$ cat src/rtl/control_unit.sv
// Three-phase (FETCH/DECODE/EXEC) control unit for a simple 64-bit datapath.
// The control word is decoded from IR in DECODE and driven for one cycle in EXEC.
module control_unit #(
  parameter logic [4:0] FS_ADD = 5'b01000
) (
  input  logic        clk,
  input  logic        rst,
  input  logic [31:0] IR,
  input  logic [3:0]  SF,
  output logic        AS,
  output logic [1:0]  DS,
  output logic [1:0]  PS,
  output logic        PC_Sel,
  output logic        K_Sel,
  output logic        IL,
  output logic        SL,
  output logic        MW,
  output logic        RW,
  output logic        C0,
  output logic [4:0]  FS,
  output logic [4:0]  DA,
  output logic [4:0]  SA,
  output logic [4:0]  SB,
  output logic [63:0] K,
  output logic [1:0]  state,
  output logic        illegal,
  output logic [31:0] retired
);

  localparam logic [1:0] S_FETCH  = 2'b00;
  localparam logic [1:0] S_DECODE = 2'b01;
  localparam logic [1:0] S_EXEC   = 2'b10;
  localparam logic [1:0] S_HALT   = 2'b11;

  logic [3:0]  op;
  logic        d_as, d_ksel, d_sl, d_mw, d_rw, d_c0, d_br, d_halt, d_ill;
  logic [1:0]  d_ds, d_ps;
  logic [4:0]  d_fs, d_da, d_sa, d_sb;
  logic [63:0] d_k;
  logic [3:0]  d_cond;

  logic        r_as, r_ksel, r_sl, r_mw, r_rw, r_c0, r_br, r_halt, r_ill;
  logic [1:0]  r_ds, r_ps;
  logic [4:0]  r_fs, r_da, r_sa, r_sb;
  logic [63:0] r_k;
  logic [3:0]  r_cond;
  logic        taken;

  assign op = IR[31:28];

  always_comb begin
    d_as = 1'b0; d_ksel = 1'b0; d_sl = 1'b0; d_mw = 1'b0; d_rw = 1'b0;
    d_c0 = 1'b0; d_br = 1'b0; d_halt = 1'b0; d_ill = 1'b0;
    d_ds = 2'b00; d_ps = 2'b01;
    d_fs = 5'd0; d_da = 5'd0; d_sa = 5'd0; d_sb = 5'd0;
    d_k = 64'd0; d_cond = 4'd0;
    case (op)
      4'h1, 4'h2: begin
        d_fs = IR[26:22];
        d_da = IR[21:17];
        d_sa = IR[16:12];
        d_sb = IR[11:7];
        d_rw = 1'b1;
        d_sl = IR[27];
        d_c0 = (IR[26:22] == 5'b00101);
        if (op == 4'h2) begin
          d_ksel = 1'b1;
          d_k    = {52'd0, IR[11:0]};
        end
      end
      4'h3: begin
        d_fs = FS_ADD; d_sa = IR[16:12]; d_da = IR[21:17];
        d_k = {52'd0, IR[11:0]}; d_ksel = 1'b1;
        d_as = 1'b1; d_ds = 2'b11; d_rw = 1'b1;
      end
      4'h4: begin
        d_fs = FS_ADD; d_sa = IR[16:12]; d_sb = IR[11:7];
        d_k = {52'd0, IR[11:0]}; d_ksel = 1'b1;
        d_as = 1'b1; d_ds = 2'b01; d_mw = 1'b1;
      end
      4'h5: begin
        // Branch outcome is resolved in EXEC against the live flags.
        d_br   = 1'b1;
        d_cond = IR[26:23];
        d_k    = {{41{IR[22]}}, IR[22:0]};
      end
      4'h6: begin
        d_sa = IR[16:12];
        d_ps = 2'b11;
      end
      4'hF: begin
        d_ps   = 2'b00;
        d_halt = 1'b1;
      end
      4'h0: ;
      default: d_ill = 1'b1;
    endcase
  end

  always_ff @(posedge clk or posedge rst) begin
    if (rst) begin
      state <= S_FETCH;
    end else begin
      case (state)
        S_FETCH:  state <= S_DECODE;
        S_DECODE: state <= S_EXEC;
        S_EXEC:   state <= r_halt ? S_HALT : S_FETCH;
        default:  state <= S_HALT;
      endcase
    end
  end

  always_ff @(posedge clk or posedge rst) begin
    if (rst) begin
      r_as <= 1'b0; r_ksel <= 1'b0; r_sl <= 1'b0; r_mw <= 1'b0; r_rw <= 1'b0;
      r_c0 <= 1'b0; r_br <= 1'b0; r_halt <= 1'b0; r_ill <= 1'b0;
      r_ds <= 2'b00; r_ps <= 2'b00;
      r_fs <= 5'd0; r_da <= 5'd0; r_sa <= 5'd0; r_sb <= 5'd0;
      r_k <= 64'd0; r_cond <= 4'd0;
    end else if (state == S_DECODE) begin
      r_as <= d_as; r_ksel <= d_ksel; r_sl <= d_sl; r_mw <= d_mw; r_rw <= d_rw;
      r_c0 <= d_c0; r_br <= d_br; r_halt <= d_halt; r_ill <= d_ill;
      r_ds <= d_ds; r_ps <= d_ps;
      r_fs <= d_fs; r_da <= d_da; r_sa <= d_sa; r_sb <= d_sb;
      r_k <= d_k; r_cond <= d_cond;
    end
  end

  always_ff @(posedge clk or posedge rst) begin
    if (rst)                  retired <= 32'd0;
    else if (state == S_EXEC) retired <= retired + 32'd1;
  end

  always_comb begin
    case (r_cond)
      4'h0:    taken = 1'b1;
      4'h1:    taken = SF[0];
      4'h2:    taken = ~SF[0];
      4'h3:    taken = SF[1];
      4'h4:    taken = ~SF[1];
      4'h5:    taken = SF[2];
      4'h6:    taken = SF[3];
      default: taken = 1'b0;
    endcase
  end

  always_comb begin
    AS = 1'b0; DS = 2'b00; PS = 2'b00; PC_Sel = 1'b0; K_Sel = 1'b0;
    IL = 1'b0; SL = 1'b0; MW = 1'b0; RW = 1'b0; C0 = 1'b0;
    FS = 5'd0; DA = 5'd0; SA = 5'd0; SB = 5'd0; K = 64'd0; illegal = 1'b0;
    case (state)
      S_FETCH: begin
        IL = 1'b1;
        DS = 2'b11;
      end
      S_EXEC: begin
        AS = r_as; DS = r_ds; K_Sel = r_ksel; SL = r_sl; MW = r_mw; RW = r_rw;
        C0 = r_c0; FS = r_fs; DA = r_da; SA = r_sa; SB = r_sb; illegal = r_ill;
        if (r_br) begin
          PS     = taken ? 2'b10 : 2'b01;
          PC_Sel = taken;
          K      = taken ? r_k : 64'd0;
        end else begin
          PS = r_ps;
          K  = r_k;
        end
      end
      default: ;
    endcase
  end

endmodule

$ cat config.mk
export PLATFORM = sky130hd
export DESIGN_NAME = control_unit
export DESIGN_NICKNAME = d
export VERILOG_FILES = /design/src/rtl/control_unit.sv
export SDC_FILE = /design/constraint.sdc
export NUM_CORES = 1
export LEC_CHECK = 0
export ABC_CLOCK_PERIOD_IN_PS = 3100
export CORE_UTILIZATION = 41
export CTS_CLUSTER_SIZE = 20
export DETAILED_ROUTE_END_ITERATION = 7
export PLACE_DENSITY_LB_ADDON = 0.25
export RECOVER_POWER = 25
export SYNTH_ARGS = -nofsm -noshare
export SYNTH_HDL_FRONTEND = slang
export SYNTH_SLANG_ARGS = --single-unit
$ cat constraint.sdc
create_clock -name clk -period 3.1 [get_ports clk]
set_input_delay 0.62 -clock clk [delete_from_list [all_inputs] [get_ports clk]]
set_output_delay 0.62 -clock clk [all_outputs]
set_load 0.005 [all_outputs]
# Yosys cells after proc, flatten, opt, wreduce, memory -nomap -nowiden
# Index checks and enable logic that the tools add are counted.
# word_totals
register_bits	135
input_bits	38
output_inout_bits	131
# op_classes
n_addsub	1
n_eq_ne	16
n_mux	43
bitwise	2
n_reduce_logical	9
# op_table
op	count
two-way mux 64 bit	3
case mux 64 bit (3 select lines)	1
two-way mux 5 bit	7
adder 32 x 1 -> 32 bit, second input constant	1
== test 4 x 3 -> 1 bit, second input constant	6
two-way mux 1 bit	19
== test 4 x 2 -> 1 bit, second input constant	4
two-way mux 12 bit	1
case mux 2 bit (2 select lines)	3
case mux 5 bit (2 select lines)	1
== test 4 x 1 -> 1 bit, second input constant	2
zero test 4 bit	2
two-way mux 2 bit	4
OR reduction 8 bit	1
case mux 1 bit (7 select lines)	1
case mux 2 bit (3 select lines)	1
OR reduction 3 bit	2
== test 5 x 3 -> 1 bit, second input constant	1
OR reduction 5 bit	1
== test 4 bit, second input constant	1
two-way mux 4 bit	1
OR reduction 2 bit	2
== test 2 x 1 -> 1 bit, second input constant	1
== test 2 bit, second input constant	1
3 further kinds	4

# Depth between registers and ports, before layout
# Gate-level depths: netlist (run 1).
# logic_depth
word_depth	5
ltp_mapped	7
mapped_depth_nobuf	5

# Worst setup path after synthesis (run 1)
# Ideal clock, no wire load.
# synth_timing
kind	input to output
from	input port SF[2]
to	output port K[23]
arrival_ps	2403
setup_slack_ps	77
path_stages	7
n_path_buf	2
cell_sequence	nand2_1 > o211ai_1 > a22oi_1 > o22ai_1 > clkbuf_2 > and2_1 > buf_4
# synth_between
elab_chain_cells	4
# synth_rtl
element	line_no	rtl
start, declared	9	input logic [3:0] SF,
case mux 1 bit (7 select lines)	135	case (r_cond)
two-way mux 64 bit	162	K = taken ? r_k : 64'd0;
two-way mux 64 bit	159	if (r_br) begin
two-way mux 64 bit	151	case (state)
end, declared	24	output logic [63:0] K,
# Every way passes these cells.

# Worst setup path after layout (run 1)
# layout_timing
from	input port SF[0]
to	output port K[21]
# layout_between
elab_chain_cells	5
# layout_rtl
element	line_no	rtl
inverter 1 bit	138	4'h2: taken = ~SF[0];
case mux 1 bit (7 select lines) (*)	135	
two-way mux 64 bit (*)	162	
two-way mux 64 bit (*)	159	
two-way mux 64 bit (*)	151	
# Every way passes the cells marked *; elsewhere a longest branch is shown, timed or not.

==> impl_metrics.tcl, run 1 <==
set metrics [dict create \
    status "finished, final reports clean" \
    combPwrFrac_pct 35.8 \
    rsz0062_at_grt "false" \
    synth_area_leader_cell "dfrtp_1" \
    swShare_pct 33.49 \
    syn_to_final_growth_pct 37.11 \
    pre_cts_ws_ps -331.2 \
    first_iter_violations 156 \
    synth_top_area_share_pct 50.72 \
    fin_worst_skew_ps 14.36 \
    power.density_nw_per_um2 624.9 \
    clock-sinks 93 \
    final_hold_viol_count 0 \
    power.share.clock_pct 21.3 \
    ys_seq_area_share_pct 50.72 \
    final_core_util_pct 57.78 \
    fin_crit_sh_pct 95.25 \
    worstHoldPathType "flop to flop" \
    crit_path_end_kind "primary output" \
    grt_pass1_vias 3419 \
    grt_pass1_wl_mm 16.72 \
    internal_power_mw 2.615 \
    timing.final.ws_setup_ps 147.4 \
    postPlaceCellArea_um2 6148 \
    crit_fanout 7 \
    drive_above_1_share_pct 8.014 \
    drv_slew 0 \
    cp.required_ps 2480 \
    ios 169 \
    grt_usage_pct 18.56 \
    start_util_pct 42.14 \
    final_cell_area_um2 6291 \
    arrival_ps 2330 \
    ys_types 46 \
    synth_seq_cells 93 \
    path_clk_slew_ps 90 \
    dieArea_um2 11620 \
    synth_edf_count 0 \
    die_w_um 107.8 \
    grt.overflow.total 0 \
    viasPerCell 5.059 \
    startpoint_type "primary input" \
    synthesis.nets 480 \
    power_mw 3.931 \
    fillCellCount 970 \
    drv_cap 0 \
    worst_slew_pin_slew_ps 1163 \
    root_buffer "clkbuf_8" \
    synth-main-ff-cell "dfrtp_1" \
    antenna_found_initial 0 \
    dieHeight_um 107.8 \
    netlist_instances 441 \
    n_antenna_cell 0 \
    drc_errors 0 \
    clkLatencyLatePin_ps 360 \
    firstDrtPassIters 4 \
    routed_wl_mm 10.28 \
    peakVddDrop_mv 0.4719 \
    seqPwrFrac_pct 43.0 \
    leakage_nw 3.091 \
    synthTopCellsByArea "dfrtp_1 51%, and2_1 7.0%, buf_4 6.7%" \
    grt_max_degree 59 \
    relSlewSlack_pct 22.33 \
    p_sw_mw 1.317 \
    dp_hpwl_mm 7.424 \
    final_common_cell "clkdlybuf4s50_1" \
    portBuffers 168 \
    yosysWarnings 0 \
    cts_tree "yes" \
    avgSynthCellArea_um2 10.40 \
    nets 608 \
    path_class "primary input to primary output" \
    netlist_area_um2 4588 \
    cts_max_level 3 \
    fmaxAchievable_mhz 338.7 \
    cts_buffer_depth 2 \
    antenna_left 0 \
    final_cell_mix "100 x clkdlybuf4s50_1, 92 x dfrtp_1, 66 x dlygate4sd2_1" \
    rows 38 \
    min_period_ps 2953 \
    wl_per_cell_um 14.39 \
    cts_buffers 9 \
    vias 3612 \
    async_reset_ff_share_pct 100.0 \
    finalSetupViolCount 0 \
    gp_congestion 0.8088 \
    core_um2 10890 \
]
## what timing repair did
item,in CTS,in global routing
gates resized for setup,70,4
endpoints found under the setup margin,67,44
setup buffers,1,0
hold buffers,0,0
pin swaps,2,3
## synthesized netlist by cell type (all sizes together) (8+ instances only)
master	n
inv	8
dfrtp	93
xnor2	26
o21ai	23
nand4	8
nand2	51
buf	48
xor2	8
a22o	30
nand3	12
nor2	17
and3	9
and2	51
clkbuf	14
## layout make-up
cell class,count,area (um^2),share of cell area (%)
sequential,93,2328,37.01
multi-input combinational,278,1843,29.30
timing repair buffer,179,1707,27.13
tap,140,175.2,2.784
clock buffer,10,137.6,2.188
clock inverter,6,70.07,1.114
inverter,8,30.03,0.4773
## sequential cells by signal, indices dropped and copies added, names as in the netlist
register,cells
r_cond,4
r_halt,1
r_rw,1
r_br,1
r_sb,5
r_sa,5
r_k,23
r_c0,1
r_ill,1
r_fs,5
r_ds,2
r_sl,1
r_ksel,1
r_mw,1
r_da,5
state,2
retired,32
r_ps,2
## through the flow
| step | hold slack (ps) | setup TNS (ps) | std cells |
|---|---|---|---|
| final | 479.9 | 0 | 714 |
| after floorplan | 440.2 | 0 | 441 |
| after global routing | 499.0 | 0 | 714 |
| after detailed placement | 462.6 | -19120 | 697 |
| after global placement | 452.5 | -18250 | 697 |
| after CTS | 484.9 | 0 | 714 |
## per-layer routing
metal / vias to the layer above / wire length, um / global-route usage [%]
met3: 10 / 666 / 3.692
met2: 140 / 5027 / 31.09
met4: 0 / 112 / 6.262
met5: - / 0 / 0
met1: 1762 / 4468 / 23.90
li1: 1700 / - / -
## kinds of logic after synthesis
group	after synthesis	share of synthesized area (%)
DFF	93	50.72
xor gates and xnor gates	34	6.490
adders and majority gates	1	0.2727
and+or+nand+nor	168	20.78
buffers and inverters	70	9.736
AOI/OAI and AO/OA	75	12.00
## worst paths after layout
kind                             start           to  slack, ps  cells after the start
setup / recovery                 SF[0]        K[21]        150                      9
hold reg to reg            retired[31]  retired[31]        480                      1
max in group asynchronous          rst      r_ds[0]        560                      3
hold / removal             retired[31]  retired[31]        480                      1
min in group asynchronous          rst  retired[24]       1020                      2
setup reg to reg              state[0]  retired[11]       1050                      6
## power by group through the flow
| stage | logic (mW) | clock network [mW] | registers (mW) |
|---|---|---|---|
| 2_1_floorplan | 0.807 | 0 | 1.66 |
| 3_3_place_gp | 1.44 | 0 | 1.70 |
| 3_5_place_dp | 1.46 | 0 | 1.71 |
| 4_1_cts | 1.43 | 0.861 | 1.69 |
| 5_1_grt | 1.56 | 0.910 | 1.74 |
| 6_report | 1.41 | 0.836 | 1.69 |
## critical path, stage by stage
cell and delay, ps:
dlygate4sd2_1 210, nor2_1 40, a311o_1 330, a22oi_2 310, o22ai_4 150, buf_6 150, buf_4 120, and2_1 140
dlygate4sd2_1 250
Note: power is estimated with default switching activity, not from simulation.
==> run 2: changes to the inputs <==
Settings changed: SLEW_MARGIN from default to 10.
==> results of run 2 <==
The final DEF is identical to that of run 1; final timing and power are the same.
